$ cat src/rtl/tx_packet_builder_pkg.sv
// Shared types and helpers for the TX packet builder: packet type codes, payload
// lengths and the per-type payload field ordering.
package tx_packet_builder_pkg;

  localparam int unsigned WORD_WIDTH = 16;
  localparam int unsigned SelIdxW    = 3;

  typedef enum logic [2:0] {
    PKT_HEARTBEAT    = 3'd1,
    PKT_CH_ANNOUNCE  = 3'd2,
    PKT_DATA         = 3'd3,
    PKT_CH_JOIN      = 3'd4,
    PKT_ROUTE_UPDATE = 3'd5
  } pktTypeE;

  typedef enum logic [2:0] {
    FldNone,
    FldSourceID,
    FldEnergyLeft,
    FldQValue,
    FldSourceHops,
    FldDestinationID,
    FldChosenCH,
    FldHopsFromCH
  } fieldSelE;

  function automatic logic isValidType(input logic [2:0] pktType);
    return (pktType >= 3'd1) && (pktType <= 3'd5);
  endfunction

  function automatic logic [3:0] pktLen(input logic [2:0] pktType);
    logic [3:0] len;
    len = 4'd0;
    case (pktType)
      PKT_HEARTBEAT:    len = 4'd4;
      PKT_CH_ANNOUNCE:  len = 4'd5;
      PKT_DATA:         len = 4'd5;
      PKT_CH_JOIN:      len = 4'd4;
      PKT_ROUTE_UPDATE: len = 4'd7;
      default:          len = 4'd0;
    endcase
    return len;
  endfunction

  function automatic fieldSelE fieldSel(input logic [2:0] pktType,
                                        input logic [SelIdxW-1:0] index);
    fieldSelE sel;
    sel = FldNone;
    case (pktType)
      PKT_HEARTBEAT, PKT_CH_ANNOUNCE: begin
        case (index)
          3'd0:    sel = FldSourceID;
          3'd1:    sel = FldSourceHops;
          3'd2:    sel = FldQValue;
          3'd3:    sel = FldEnergyLeft;
          // Only CH_ANNOUNCE reaches index 4; HEARTBEAT stops at 3.
          3'd4:    sel = FldChosenCH;
          default: sel = FldNone;
        endcase
      end
      PKT_DATA: begin
        case (index)
          3'd0:    sel = FldSourceID;
          3'd1:    sel = FldDestinationID;
          3'd2:    sel = FldSourceHops;
          3'd3:    sel = FldQValue;
          3'd4:    sel = FldEnergyLeft;
          default: sel = FldNone;
        endcase
      end
      PKT_CH_JOIN: begin
        case (index)
          3'd0:    sel = FldSourceID;
          3'd1:    sel = FldDestinationID;
          3'd2:    sel = FldChosenCH;
          3'd3:    sel = FldHopsFromCH;
          default: sel = FldNone;
        endcase
      end
      PKT_ROUTE_UPDATE: begin
        case (index)
          3'd0:    sel = FldSourceID;
          3'd1:    sel = FldEnergyLeft;
          3'd2:    sel = FldQValue;
          3'd3:    sel = FldSourceHops;
          3'd4:    sel = FldDestinationID;
          3'd5:    sel = FldChosenCH;
          3'd6:    sel = FldHopsFromCH;
          default: sel = FldNone;
        endcase
      end
      default: sel = FldNone;
    endcase
    return sel;
  endfunction

endpackage

$ cat src/rtl/tx_payload_mux.sv
// Picks the snapshot field that forms payload word 'index' of a packet of type 'pktType'.
module tx_payload_mux #(
  parameter int unsigned WORD_WIDTH = tx_packet_builder_pkg::WORD_WIDTH
) (
  input  logic [2:0]                                 pktType,
  input  logic [tx_packet_builder_pkg::SelIdxW-1:0]  index,
  input  logic [WORD_WIDTH-1:0]                      sourceID,
  input  logic [WORD_WIDTH-1:0]                      energyLeft,
  input  logic [WORD_WIDTH-1:0]                      qValue,
  input  logic [WORD_WIDTH-1:0]                      sourceHops,
  input  logic [WORD_WIDTH-1:0]                      destinationID,
  input  logic [WORD_WIDTH-1:0]                      chosenCH,
  input  logic [WORD_WIDTH-1:0]                      hopsFromCH,
  output logic [WORD_WIDTH-1:0]                      word
);
  import tx_packet_builder_pkg::*;

  always_comb begin
    word = '0;
    case (fieldSel(pktType, index))
      FldSourceID:      word = sourceID;
      FldEnergyLeft:    word = energyLeft;
      FldQValue:        word = qValue;
      FldSourceHops:    word = sourceHops;
      FldDestinationID: word = destinationID;
      FldChosenCH:      word = chosenCH;
      FldHopsFromCH:    word = hopsFromCH;
      default:          word = '0;
    endcase
  end

endmodule

$ cat src/rtl/tx_packet_builder.sv
// Snapshots the reward-stage outputs on start and streams header, payload and XOR
// checksum words to the radio TX buffer over valid/ready.
module tx_packet_builder #(
  parameter int unsigned WORD_WIDTH  = tx_packet_builder_pkg::WORD_WIDTH,
  parameter int unsigned MAX_PAYLOAD = 7
) (
  input  logic                  clk,
  input  logic                  nrst,
  input  logic                  start,
  input  logic [WORD_WIDTH-1:0] rSourceID,
  input  logic [WORD_WIDTH-1:0] rEnergyLeft,
  input  logic [WORD_WIDTH-1:0] rQValue,
  input  logic [WORD_WIDTH-1:0] rSourceHops,
  input  logic [WORD_WIDTH-1:0] rDestinationID,
  input  logic [2:0]            rPacketType,
  input  logic [WORD_WIDTH-1:0] rChosenCH,
  input  logic [WORD_WIDTH-1:0] rHopsFromCH,
  input  logic                  tx_ready,
  output logic [WORD_WIDTH-1:0] tx_data,
  output logic                  tx_valid,
  output logic                  tx_last,
  output logic                  busy,
  output logic                  tx_done,
  output logic                  err_type,
  output logic                  err_overrun
);
  import tx_packet_builder_pkg::*;

  localparam int unsigned IdxW = (MAX_PAYLOAD > 1) ? $clog2(MAX_PAYLOAD) : 1;

  typedef enum logic [2:0] {StIdle, StHeader, StPayload, StChecksum, StDone} stateE;

  stateE                 stateQ, stateD;
  logic [2:0]            typeQ;
  logic [WORD_WIDTH-1:0] sourceIDQ, energyLeftQ, qValueQ, sourceHopsQ;
  logic [WORD_WIDTH-1:0] destinationIDQ, chosenCHQ, hopsFromCHQ, checksumQ;
  logic [IdxW-1:0]       indexQ;
  logic                  errTypeQ, errOverrunQ;

  logic [3:0]            lenW;
  logic [SelIdxW-1:0]    muxIndex;
  logic [WORD_WIDTH-1:0] headerWord, payloadWord;
  logic                  accept, startPkt, lastPayload;

  assign lenW        = pktLen(typeQ);
  assign headerWord  = {typeQ, {(WORD_WIDTH - 7){1'b0}}, lenW};
  assign accept      = tx_valid && tx_ready;
  assign startPkt    = start && (stateQ == StIdle) && isValidType(rPacketType);
  assign lastPayload = (int'(indexQ) == int'(lenW) - 1);
  assign muxIndex    = SelIdxW'(indexQ);
  assign err_type    = errTypeQ;
  assign err_overrun = errOverrunQ;

  tx_payload_mux #(
    .WORD_WIDTH(WORD_WIDTH)
  ) uPayloadMux (
    .pktType      (typeQ),
    .index        (muxIndex),
    .sourceID     (sourceIDQ),
    .energyLeft   (energyLeftQ),
    .qValue       (qValueQ),
    .sourceHops   (sourceHopsQ),
    .destinationID(destinationIDQ),
    .chosenCH     (chosenCHQ),
    .hopsFromCH   (hopsFromCHQ),
    .word         (payloadWord)
  );

  always_ff @(posedge clk or negedge nrst) begin
    if (!nrst) begin
      stateQ <= StIdle;
    end else begin
      stateQ <= stateD;
    end
  end

  always_comb begin
    stateD = stateQ;
    unique case (stateQ)
      StIdle:     if (startPkt) stateD = StHeader;
      StHeader:   if (tx_ready) stateD = StPayload;
      StPayload:  if (tx_ready && lastPayload) stateD = StChecksum;
      StChecksum: if (tx_ready) stateD = StDone;
      StDone:     stateD = StIdle;
      default:    stateD = StIdle;
    endcase
  end

  always_comb begin
    tx_valid = 1'b0;
    tx_last  = 1'b0;
    busy     = 1'b0;
    tx_done  = 1'b0;
    tx_data  = '0;
    unique case (stateQ)
      StHeader: begin
        tx_valid = 1'b1;
        busy     = 1'b1;
        tx_data  = headerWord;
      end
      StPayload: begin
        tx_valid = 1'b1;
        busy     = 1'b1;
        tx_data  = payloadWord;
      end
      StChecksum: begin
        tx_valid = 1'b1;
        tx_last  = 1'b1;
        busy     = 1'b1;
        tx_data  = checksumQ;
      end
      StDone:  tx_done = 1'b1;
      default: ;
    endcase
  end

  always_ff @(posedge clk or negedge nrst) begin
    if (!nrst) begin
      typeQ          <= '0;
      sourceIDQ      <= '0;
      energyLeftQ    <= '0;
      qValueQ        <= '0;
      sourceHopsQ    <= '0;
      destinationIDQ <= '0;
      chosenCHQ      <= '0;
      hopsFromCHQ    <= '0;
      checksumQ      <= '0;
      indexQ         <= '0;
      errTypeQ       <= 1'b0;
      errOverrunQ    <= 1'b0;
    end else begin
      errTypeQ    <= start && (stateQ == StIdle) && !isValidType(rPacketType);
      errOverrunQ <= start && (stateQ != StIdle);
      if (startPkt) begin
        typeQ          <= rPacketType;
        sourceIDQ      <= rSourceID;
        energyLeftQ    <= rEnergyLeft;
        qValueQ        <= rQValue;
        sourceHopsQ    <= rSourceHops;
        destinationIDQ <= rDestinationID;
        chosenCHQ      <= rChosenCH;
        hopsFromCHQ    <= rHopsFromCH;
        checksumQ      <= '0;
        indexQ         <= '0;
      end
      // The checksum word itself is not folded into the running XOR.
      if (accept && (stateQ != StChecksum)) begin
        checksumQ <= checksumQ ^ tx_data;
      end
      if (accept && (stateQ == StHeader)) begin
        indexQ <= '0;
      end else if (accept && (stateQ == StPayload)) begin
        indexQ <= indexQ + 1'b1;
      end
    end
  end

endmodule

$ cat config.mk
export PLATFORM = sky130hd
export DESIGN_NAME = tx_packet_builder
export DESIGN_NICKNAME = d
export VERILOG_FILES = /design/src/rtl/tx_packet_builder_pkg.sv /design/src/rtl/tx_payload_mux.sv /design/src/rtl/tx_packet_builder.sv
export SDC_FILE = /design/constraint.sdc
export NUM_CORES = 1
export LEC_CHECK = 0
export ABC_AREA = 0
export BUFFER_PORTS_ARGS = -buffer_cell sky130_fd_sc_hd__buf_2
export CORE_UTILIZATION = 60
export CTS_CLUSTER_SIZE = 28
export DETAILED_ROUTE_END_ITERATION = 8
export GPL_ROUTABILITY_DRIVEN = 1
export HOLD_SLACK_MARGIN = 0.08
export MAX_ROUTING_LAYER = met4
export PLACE_DENSITY = 0.86
export SLEW_MARGIN = 0
export SYNTH_ARGS = -nofsm -noshare
export SYNTH_HDL_FRONTEND = slang
export SYNTH_HIERARCHICAL = 1
export SYNTH_SLANG_ARGS = --single-unit
$ cat constraint.sdc
create_clock -name clk -period 5.7 [get_ports clk]
set_input_delay 0.57 -clock clk [delete_from_list [all_inputs] [get_ports clk]]
set_output_delay 0.57 -clock clk [all_outputs]
set_load 0.02 [all_outputs]
==> summary.txt, run 1 <==
Critical path
  – CP Launch Point: indexQ[1]
  – Worst path slowest cell: dfrtp_1
  – CP top delay family: compound AO/OA/AOI/OAI gates
  – Cell breakdown of the critical path: nand4bb_1 -> o31ai_2 -> a31oi_2 -> o32a_1 -> o2111ai_1 -> mux2_2 -> a32oi_1 -> nor2_1 -> buf_2
  – R2R Path Start: indexQ[1]
  – WP data arrival: 3.84 ns
  – Setup CP Type: flop to primary output
  – Crit path largest cell delay: 0.97 ns
  – Critical path buffer and inverter count: 1
  – Startpoint types: flop
  – Max Fanout on Critical Path: 28
  – Crit path capture type: primary output
  – Critical Path RT: 5.13 ns

Logic synthesis
  – Post-Synth Simple-Gate Area: 0.0959
  – Syn. warnings: 6
  – Post-Synth Adder-Cell Area: 0.00360
  – Async SR Flop Fraction: 1.00
  – Post-synth EDFFs: 0
  – Syn avg cell area: 11.7 um^2
  – Mapped Nets: 713
  – Share of the synthesized area in the top cell type: 0.501
  – Most frequent cell after synthesis: dfrtp_1
  – XOR/XNOR Fraction of Synth Area: 0.00757
  – Post-synthesis instance area: 6940 um^2
  – Synth Area in Compound Gates: 0.116
  – Synth unique cells: 59
  – Number of synthesized register bits: 139
  – Mapped Cells: 592
  – Ys flop type: dfrtp_1
  – Post-synthesis sequential area ratio: 0.501
  – Top post-synthesis cells by count: 139 x dfrtp_1, 60 x mux2_1, 55 x mux2_2
  – Dominant cells by area after synthesis: dfrtp_1 50%, mux2_1 9.7%, mux2_2 8.9%
  – Mux share of post-synthesis cell area: 0.208
  – Synth area leader: dfrtp_1
  – Largest family of logic cells by synthesized area: multiplexers

Floorplanning
  – IO Pins: 141
  – Die Footprint: 12000 um^2
  – Row cnt: 38
  – Initial Util: 0.627
  – Die width: 110 um
  – Die H: 110 um
  – Core footprint: 11100 um^2

STA
  – Worst-Margin Slew: 1.07 ns
  – Headroom to the max-slew limit: 0.284
  – Post-route setup TNS: 0 ns
  – Period utilization: 0.773
  – Tmin final: 4.41 ns
  – Final Max Slew Viols: 0
  – Fmax: 0.227 GHz
  – Fin Clk Skew: 0.00713 ns
  – Unrepaired setup endpoints after global routing: no
  – Hold Fails Final Rpt: 0
  – Final Setup Violations: 0

CTS
  – Clk Latency, worst-skew pair: 0.43 ns
  – CTS H-Tree Depth: 4
  – Clock tree buffer depth: 2
  – CTS tree: done
  – CTS Hold Bufs: 0
  – Post-CTS Setup Inserts: 0
  – PostCTS Resize Cnt: 0
  – Sink Count: 139
  – Clk root buf: clkbuf_16
  – Clock buffer count from CTS: 17
  – Clock slew at reported path FFs: 0.06 ns

Placement
  – Post-DP HPWL: 11400 um
  – Placed Instances: 835
  – Buffers on Ports: 140
  – GPL Wtd Cong: 0.814

Finish
  – Fin cells: 869
  – Net count, final: 835
  – Layout cells sized above 1: 0.330
  – Layout fillers: 722
  – Area Growth Syn to Fin: 18.0%

GRT
  – Initial antenna violation count: 2
  – Largest net degree at the start of global routing: 87
  – Total Routing Usage GR: 0.319
  – Total overflow reported by the global router: 0
  – First-pass GRT wire length: 27300 um
  – Vias in the first global route: 5407

Power
  – IR drop worst, VDD: 452 uV
  – Pwr dens: 587 nW/um^2
  – Static Leakage: 3.85 nW

Drt
  – Detailed-router iteration count before antenna repair: 6
  – Routed WL per cell: 19.8 um
  – Vias: 5480
  – 1st-iter DRT viols: 503
  – Vias/cell: 6.31
  – Final WL: 17200 um
  – DRC: 0
  – Routed Antenna Nets: 0

Run status
  – Status: finished, final reports clean

Min path
  – Hold Crit Class: input port to asynchronous set/reset pin

Run
  – Max Cap Viol: 0
==> per-layer routing <==
metal,up-vias,GRT usage,wire (um)
li1,2399,-,-
met1,2711,0.398,6960
met2,314,0.494,8260
met3,56,0.0759,1410
met4,0,0.150,577
met5,-,-,0
==> area by class of cell <==
type	count	area [um^2]	share of cell area
clock inverter	10	139	0.0170
sequential	139	3480	0.425
tap	140	175	0.0214
inverter	55	206	0.0252
antenna	2	5.00	0.000611
timing repair buffer	143	729	0.0891
clock buffer	22	454	0.0555
multi-input combinational	358	3000	0.367
==> flip-flops by register name (all words and copies together) (netlist names) <==
| name | cells |
|---|---|
| qValueQ | 16 |
| sourceIDQ | 16 |
| indexQ | 3 |
| typeQ | 3 |
| hopsFromCHQ | 16 |
| chosenCHQ | 16 |
| checksumQ | 16 |
| sourceHopsQ | 16 |
| stateQ | 3 |
| err_type | 1 |
| err_overrun | 1 |
| energyLeftQ | 16 |
| destinationIDQ | 16 |
==> through the flow <==
step | util | cell area [um^2] | power [mW] | hold slack, ns | setup slack [ns]
4_1_cts | 0.739 | 8180 | 4.79 | 0.107 | 1.37
3_5_place_dp | 0.685 | 7590 | 3.62 | 0.470 | 1.85
5_1_grt | 0.739 | 8190 | 5.07 | 0.131 | 1.15
6_report | 0.739 | 8190 | 4.81 | 0.0851 | 1.29
3_3_place_gp | 0.685 | 7590 | 3.50 | 0.471 | 2.01
2_1_floorplan | - | 6940 | 3.14 | 0.274 | 2.79
==> where the power goes <==
group	leakage [nW]	switching, mW	internal (mW)
clock	0.289	0.425	0.701
combinational	1.89	0.967	0.818
sequential	1.67	0.421	1.47
==> worst paths after layout <==
kind                                      to  slack (ns)  depth (start not counted)
setup / recovery                  tx_data[2]        1.29                          9
hold / removal                   qValueQ[11]        0.09                          1
setup reg to reg                checksumQ[2]        2.18                          9
hold reg to reg                 checksumQ[1]        0.48                          1
max in group asynchronous  destinationIDQ[7]        4.15                          2
min in group clk              energyLeftQ[4]        0.35                          2
==> cell usage in the layout, fill, tap and decap left out, types with 4 or more instances in the layout <==
| master | count |
|---|---|
| and3b_1 | 7 |
| buf_2 | 139 |
| o32a_1 | 16 |
| mux2_2 | 55 |
| o2111ai_1 | 16 |
| dfrtp_1 | 139 |
| xor2_1 | 4 |
| nand2b_1 | 5 |
| clkbuf_16 | 17 |
| nand2_1 | 39 |
| nor2_1 | 23 |
| mux2i_1 | 12 |
| a21oi_1 | 8 |
| a222oi_1 | 16 |
| inv_1 | 54 |
| nand3_1 | 15 |
| o21ai_0 | 20 |
| nor2b_1 | 6 |
| clkbuf_1 | 4 |
| nor3_1 | 5 |
| mux2_1 | 60 |
==> worst reg2reg max path, cell delays in order (launching register included) <==
cell       delay (ns)
dfrtp_1          0.97
nand4bb_1        0.27
o31ai_2          0.09
a31oi_2          0.77
o32a_1           0.29
o2111ai_1        0.17
mux2_2           0.32
a32oi_1          0.28
o211ai_1         0.15
o31ai_1          0.12
==> kinds of logic after synthesis <==
kind of cell,after synthesis
buffers and inverters,95
AOI/OAI and AO/OA,101
muxes,129
adders and majority gates,2
DFF,139
and+or+nand+nor,120
xor gates and xnor gates,6
No activity file was read; power rests on OpenSTA's default activity.
==> run 2: changes to the inputs <==
--- a/config.mk
+++ b/config.mk
@@ -5,15 +5,15 @@
 export SDC_FILE = /design/constraint.sdc
 export NUM_CORES = 1
 export LEC_CHECK = 0
-export ABC_AREA = 0
+export ABC_AREA = 1
 export BUFFER_PORTS_ARGS = -buffer_cell sky130_fd_sc_hd__buf_2
-export CORE_UTILIZATION = 60
+export CORE_UTILIZATION = 56
 export CTS_CLUSTER_SIZE = 28
 export DETAILED_ROUTE_END_ITERATION = 8
 export GPL_ROUTABILITY_DRIVEN = 1
 export HOLD_SLACK_MARGIN = 0.08
 export MAX_ROUTING_LAYER = met4
-export PLACE_DENSITY = 0.86
+export PLACE_DENSITY = 0.81
 export SLEW_MARGIN = 0
 export SYNTH_ARGS = -nofsm -noshare
 export SYNTH_HDL_FRONTEND = slang
==> constraint.sdc (replaced) <==
create_clock -name clk -period 4.48 [get_ports clk]
set_input_delay 0.448 -clock clk [delete_from_list [all_inputs] [get_ports clk]]
set_output_delay 0.448 -clock clk [all_outputs]
set_load 0.02 [all_outputs]
==> run 2 against run 1 <==
Effect of this change: critical endpoint is now tx_data[15]; first-iteration DRC count is 67% higher; non-clock buffer count is 7 higher; critical path depth is 6 higher; combinational power is 49% higher; highest routed layer unchanged.
==> summary.txt, run 2 <==
Run status
  – Status: finished, final reports clean

STA
  – Fin Clk Skew: 0.00526 ns
  – Post-route setup TNS: 0 ns
  – Worst-Margin Slew: 0.935 ns
  – Fmax: 0.270 GHz
  – Headroom to the max-slew limit: 0.377
  – Final Max Slew Viols: 0
  – Period utilization: 0.828
  – Hold Fails Final Rpt: 0
  – Final Setup Violations: 0
  – Unrepaired setup endpoints after global routing: no
  – Tmin final: 3.71 ns
  – Worst hold slack: 0.141 ns
  – Setup ws final: 0.773 ns

CTS
  – CTS H-Tree Depth: 4
  – Clk root buf: clkbuf_16
  – CTS Hold Bufs: 0
  – Clock tree buffer depth: 2
  – CTS tree: done
  – Post-CTS Setup Inserts: 0
  – Clock slew at reported path FFs: 0.06 ns
  – Sink Count: 139
  – Clock buffer count from CTS: 17
  – Clk Latency, worst-skew pair: 0.42 ns
  – PostCTS Resize Cnt: 0

Logic synthesis
  – Async SR Flop Fraction: 1.00
  – Dominant cells by area after synthesis: dfrtp_1 48%, nand2_1 27%, nand4_1 5.1%
  – Syn avg cell area: 7.21 um^2
  – Synth area leader: dfrtp_1
  – Share of the synthesized area in the top cell type: 0.475
  – Synth unique cells: 28
  – Post-Synth Simple-Gate Area: 0.416
  – Largest family of logic cells by synthesized area: simple AND/OR/NAND/NOR gates
  – XOR/XNOR Fraction of Synth Area: 0.00120
  – Ys flop type: dfrtp_1
  – Post-synthesis sequential area ratio: 0.475
  – Mux share of post-synthesis cell area: 0.00547
  – Post-Synth Adder-Cell Area: 0.00342
  – Top post-synthesis cells by count: 525 x nand2_1, 139 x dfrtp_1, 66 x nor2_1
  – Mapped Nets: 1137
  – Most frequent cell after synthesis: nand2_1
  – Syn. warnings: 6
  – Post-synth EDFFs: 0
  – Mapped Cells: 1016
  – Number of synthesized register bits: 139
  – Synth Area in Compound Gates: 0.0220
  – Post-synthesis instance area: 7320 um^2

Power
  – Clk pwr share: 0.226
  – Sequential share of power: 0.349
  – Cell Int Power: 3.45 mW
  – Switching Share: 0.449
  – Overall power: 6.27 mW
  – P_sw: 2.82 mW
  – Static Leakage: 4.93 nW
  – Pwr dens: 733 nW/um^2
  – IR drop worst, VDD: 542 uV
  – Combinational share of power: 0.425

GRT
  – Total overflow reported by the global router: 0
  – Largest net degree at the start of global routing: 105
  – First-pass GRT wire length: 32000 um
  – Total Routing Usage GR: 0.323
  – Vias in the first global route: 6582
  – Initial antenna violation count: 0

Run
  – Max Cap Viol: 0

Drt
  – Routed Antenna Nets: 0
  – DRC: 0
  – 1st-iter DRT viols: 841
  – Vias: 7128
  – Routed WL per cell: 15.1 um
  – Final WL: 19700 um
  – Vias/cell: 5.44
  – Detailed-router iteration count before antenna repair: 5

Placement
  – Post-DP HPWL: 13200 um
  – Buffers on Ports: 140
  – Dpl ws: 1.28 ns
  – GPL Wtd Cong: 0.878

Critical path
  – Cell breakdown of the critical path: nand2_1 -> nand2_1 -> nor2_1 -> nand2_1 -> nand2_1 -> nor2_4 -> buf_4 -> nor2_4 -> nand3_1 -> nand2_1 -> nor2_1 -> nand2_1 -> nand2_1 -> o211ai_1 -> buf_2
  – Startpoint types: flop
  – Crit path largest cell delay: 0.63 ns
  – Worst path slowest cell: nor2_4
  – Setup CP Type: flop to primary output
  – Critical path buffer and inverter count: 2
  – CP top delay family: simple AND/OR/NAND/NOR gates
  – Cell seen most often among critical-path stages: nand2_1
  – Crit path capture type: primary output
  – Critical Path RT: 4.03 ns
  – WP data arrival: 3.26 ns
  – Max Fanout on Critical Path: 32

Finish
  – Layout cells sized above 1: 0.176
  – Commonest non-fill, non-tap cell in the layout: nand2_1
  – Layout fillers: 1118
  – Ant. Diodes: 0
  – Commonest non-fill, non-tap cells in the layout: 524 x nand2_1, 139 x dfrtp_1, 139 x buf_2, 66 x nor2_1, 61 x nand3_1
  – Area Growth Syn to Fin: 16.9%
  – Fin util: 0.676
  – Multi-input logic area: 3290 um^2
  – Net count, final: 1247
  – FF+latch area: 3480 um^2

Floorplanning
  – IO Pins: 141
  – Die H: 116 um
  – Initial Util: 0.578
  – Core footprint: 12700 um^2
  – Row cnt: 41
  – Die Footprint: 13500 um^2
  – Die width: 116 um

Min path
  – Hold Crit Class: input port to asynchronous set/reset pin
-- run 2: changes by cell type after synthesis, sizes merged, moves of 8 or more --
cell     delta
o32a       -16
nand4      +60
a21oi       -8
a222oi     -16
buf        +26
o2111ai    -16
nand2     +486
nor2       +49
nand3      +52
mux2i       -8
mux2      -117
-- run 2: cell type report --
| class | instances | share of cell area |
|---|---|---|
| Clock buffer | 23 | 0.0570 |
| Tap cell | 172 | 0.0251 |
| Multi-Input combinational cell | 766 | 0.384 |
| Inverter | 52 | 0.0229 |
| Timing Repair Buffer | 150 | 0.0913 |
| Clock inverter | 9 | 0.0129 |
| Sequential cell | 139 | 0.406 |
-- run 2: kinds of logic (layout without fill, tap and decap cells) --
family	count (synthesis)	in the layout
AO/OA/AOI/OAI	30	30
XOR/XNOR	1	1
adder cells (fa/ha/maj)	2	2
buffers and inverters	111	234
flip-flops	139	139
multiplexers	4	4
AND/OR/NAND/NOR	729	729
-- run 2: per-layer routing --
| metal | up-vias | routed length, um | global-route usage |
|---|---|---|---|
| li1 | 3433 | - | - |
| met1 | 3313 | 8740 | 0.434 |
| met2 | 337 | 9030 | 0.482 |
| met3 | 45 | 1420 | 0.0628 |
| met4 | 0 | 547 | 0.132 |
| met5 | - | 0 | - |
-- run 2: power by group through the flow --
stage	Sequential (mW)	Clock, mW	Combinational, mW
floorplan	2.07	0	2.07
global placement	2.18	0	2.54
detailed placement	2.18	0	2.60
CTS	2.17	1.43	2.63
global route	2.24	1.48	3.00
finish	2.19	1.42	2.67
-- run 2: worst paths after layout --
check | start | to | slack (ns) | depth (start not counted)
max | typeQ[1] | tx_data[15] | 0.77 | 15
min | nrst | sourceIDQ[1] | 0.14 | 1
max in group asynchronous | nrst | sourceHopsQ[5] | 3.31 | 2
max reg2reg | typeQ[1] | checksumQ[13] | 1.44 | 18
min reg2reg | sourceHopsQ[9] | sourceHopsQ[9] | 0.48 | 2
min in group clk | rDestinationID[3] | destinationIDQ[3] | 0.21 | 3
-- run 2: through the flow --
stage | area [um^2] | std cells
after floorplan | 7320 | 1016
after global placement | 7960 | 1279
after detailed placement | 7960 | 1279
after CTS | 8560 | 1311
after global routing | 8560 | 1311
final | 8560 | 1311
==> run 3: changes to the inputs <==
--- a/config.mk
+++ b/config.mk
@@ -7,13 +7,13 @@
 export LEC_CHECK = 0
 export ABC_AREA = 1
 export BUFFER_PORTS_ARGS = -buffer_cell sky130_fd_sc_hd__buf_2
-export CORE_UTILIZATION = 56
+export CORE_UTILIZATION = 50
 export CTS_CLUSTER_SIZE = 28
 export DETAILED_ROUTE_END_ITERATION = 8
 export GPL_ROUTABILITY_DRIVEN = 1
 export HOLD_SLACK_MARGIN = 0.08
 export MAX_ROUTING_LAYER = met4
-export PLACE_DENSITY = 0.81
+export PLACE_DENSITY = 0.76
 export SLEW_MARGIN = 0
 export SYNTH_ARGS = -nofsm -noshare
 export SYNTH_HDL_FRONTEND = slang
==> constraint.sdc (replaced) <==
create_clock -name clk -period 3.4 [get_ports clk]
set_input_delay 0.34 -clock clk [delete_from_list [all_inputs] [get_ports clk]]
set_output_delay 0.34 -clock clk [all_outputs]
set_load 0.02 [all_outputs]
==> run 3 against run 2 <==
Effect of this change: sequential cell count did not move; clock power rose by 34%; worst hold slack got worse by 0.030 ns; first-iteration DRC count fell by 27%; critical endpoint is now tx_data[1]; non-clock buffer count rose by 2; largest cell class unchanged.
==> summary.txt, run 3 (synthesis gave the netlist of run 2 again) <==
Run status
  – Status: finished, final reports clean

Finish
  – Area Growth Syn to Fin: 18.2%
  – Ant. Diodes: 0
  – Multi-input logic area: 3300 um^2
  – Layout cells sized above 1: 0.179
  – Commonest non-fill, non-tap cells in the layout: 524 x nand2_1, 139 x buf_2, 136 x dfrtp_1, 66 x nor2_1, 61 x nand3_1
  – Fin cells: 1322
  – Net count, final: 1250
  – Layout fillers: 1342
  – Commonest non-fill, non-tap cell in the layout: nand2_1
  – FF+latch area: 3480 um^2

Placement
  – Placed Instances: 1288
  – Buffers on Ports: 140
  – Post-DP HPWL: 13600 um
  – GPL Wtd Cong: 0.907

Power
  – IR drop worst, VDD: 474 uV
  – Pwr dens: 969 nW/um^2
  – Static Leakage: 4.96 nW

Critical path
  – CP top delay family: simple AND/OR/NAND/NOR gates
  – Max Fanout on Critical Path: 11
  – Critical path buffer and inverter count: 1
  – Worst path slowest cell: dfrtp_1
  – CP Launch Point: typeQ[1]
  – R2R Path Start: typeQ[1]
  – Startpoint types: flop
  – Cell seen most often among critical-path stages: nand2_1
  – Crit path capture type: primary output
  – Critical Path RT: 3.06 ns
  – Cell breakdown of the critical path: nor2_2 -> nand2_1 -> nor2_1 -> nor2_2 -> nand3_4 -> nor2_4 -> nand2_1 -> nor2_1 -> nor2_1 -> nand2_1 -> nand2_1 -> o21ai_0 -> or2_1 -> buf_2
  – WP data arrival: 2.79 ns
  – Crit path largest cell delay: 0.47 ns
  – Setup CP Type: flop to primary output

Drt
  – DRC: 0
  – Final WL: 19800 um
  – Vias/cell: 5.19
  – Routed Antenna Nets: 0
  – Vias: 6855
  – Detailed-router iteration count before antenna repair: 5
  – 1st-iter DRT viols: 617
  – Routed WL per cell: 15.0 um

CTS
  – Sink Count: 139
  – Clk Latency, worst-skew pair: 0.42 ns
  – Clock slew at reported path FFs: 0.06 ns
  – Clock tree buffer depth: 2
  – Clk root buf: clkbuf_16
  – CTS H-Tree Depth: 4
  – CTS tree: done
  – Post-CTS Setup Inserts: 0
  – Clock buffer count from CTS: 17

Floorplanning
  – Die Footprint: 15100 um^2
  – Row cnt: 43
  – IO Pins: 141
  – Core footprint: 14100 um^2
  – Die width: 123 um
  – Initial Util: 0.519
  – Die H: 123 um

GRT
  – First-pass GRT wire length: 31800 um
  – Total overflow reported by the global router: 0
  – Total Routing Usage GR: 0.289
  – Largest net degree at the start of global routing: 120
  – Vias in the first global route: 6372
  – Initial antenna violation count: 0

STA
  – Worst hold slack: 0.111 ns
  – Period utilization: 0.920
  – Final Max Slew Viols: 0
  – Headroom to the max-slew limit: 0.477
  – Hold Fails Final Rpt: 0
  – Final Setup Violations: 0
  – Worst-Margin Slew: 0.784 ns
  – Fin Clk Skew: 0.00553 ns
  – Unrepaired setup endpoints after global routing: no
  – Fmax: 0.320 GHz
  – Tmin final: 3.13 ns
  – Post-route setup TNS: 0 ns

Min path
  – Hold Crit Class: input port to flop
  – Hold path startpoint: rSourceID[5]

Run
  – Max Cap Viol: 0
run 3: changes by cell type in the layout (fill, tap and decap cells not counted), moves of 2 or more:
cell      before  now
dfrtp_2        0    3
buf_12         0    3
buf_4         10    5
clkbuf_8       4    2
buf_6          1    4
dfrtp_1      139  136
run 3: cell type report:
class | instances | area share
Multi-Input combinational cell | 767 | 0.381
Inverter | 52 | 0.0227
Tap cell | 180 | 0.0260
Clock buffer | 22 | 0.0536
Sequential cell | 139 | 0.402
Timing Repair Buffer | 152 | 0.0980
Clock inverter | 10 | 0.0162
run 3: path summary, 6_finish.rpt:
| kind | end | slack, ns | cells past startpoint |
|---|---|---|---|
| min in group asynchronous | chosenCHQ[11] | 0.53 | 2 |
| hold / removal | sourceIDQ[5] | 0.11 | 3 |
| max in group asynchronous | stateQ[0] | 2.09 | 3 |
| setup / recovery | tx_data[1] | 0.27 | 14 |
| setup reg to reg | checksumQ[1] | 0.89 | 16 |
| hold reg to reg | checksumQ[6] | 0.48 | 1 |
run 3: routing by layer:
| metal | track usage | wire length (um) | vias up |
|---|---|---|---|
| met5 | - | 0 | - |
| met4 | 0.105 | 478 | 0 |
| met3 | 0.0540 | 1220 | 34 |
| met2 | 0.419 | 9020 | 259 |
| met1 | 0.404 | 9050 | 3124 |
| li1 | - | - | 3438 |
run 3: through the flow:
stage	setup slack [ns]	utilization	total power, mW	area [um^2]
after floorplan	1.12	-	5.45	7320
after CTS	0.164	0.612	8.31	8630
after detailed placement	0.700	0.569	6.37	8020
after global placement	0.697	0.569	6.29	8020
final	0.272	0.614	8.39	8650
after global routing	0.00924	0.614	9.00	8650
run 3: what timing repair did:
item                                    CTS  global route
endpoints found under the setup margin    0             4
hold buffers                              1             0
endpoints found under the hold margin    85             0
gates resized for setup                   0             6
run 3: worst reg2reg max path, delay by kind of cell (launching register included):
family / cells / cell delay [ns]
compound gates: 1 / 0.12
buf+inv: 1 / 0.04
simple gates: 14 / 1.74
flops: 1 / 0.50
run 3: report_power, final:
| part | switching (mW) | internal [mW] | total [mW] |
|---|---|---|---|
| Combinational | 2.50 | 1.08 | 3.58 |
| Clock | 0.704 | 1.19 | 1.90 |
| Sequential | 0.535 | 2.38 | 2.91 |
| Total | 3.74 | 4.64 | 8.39 |
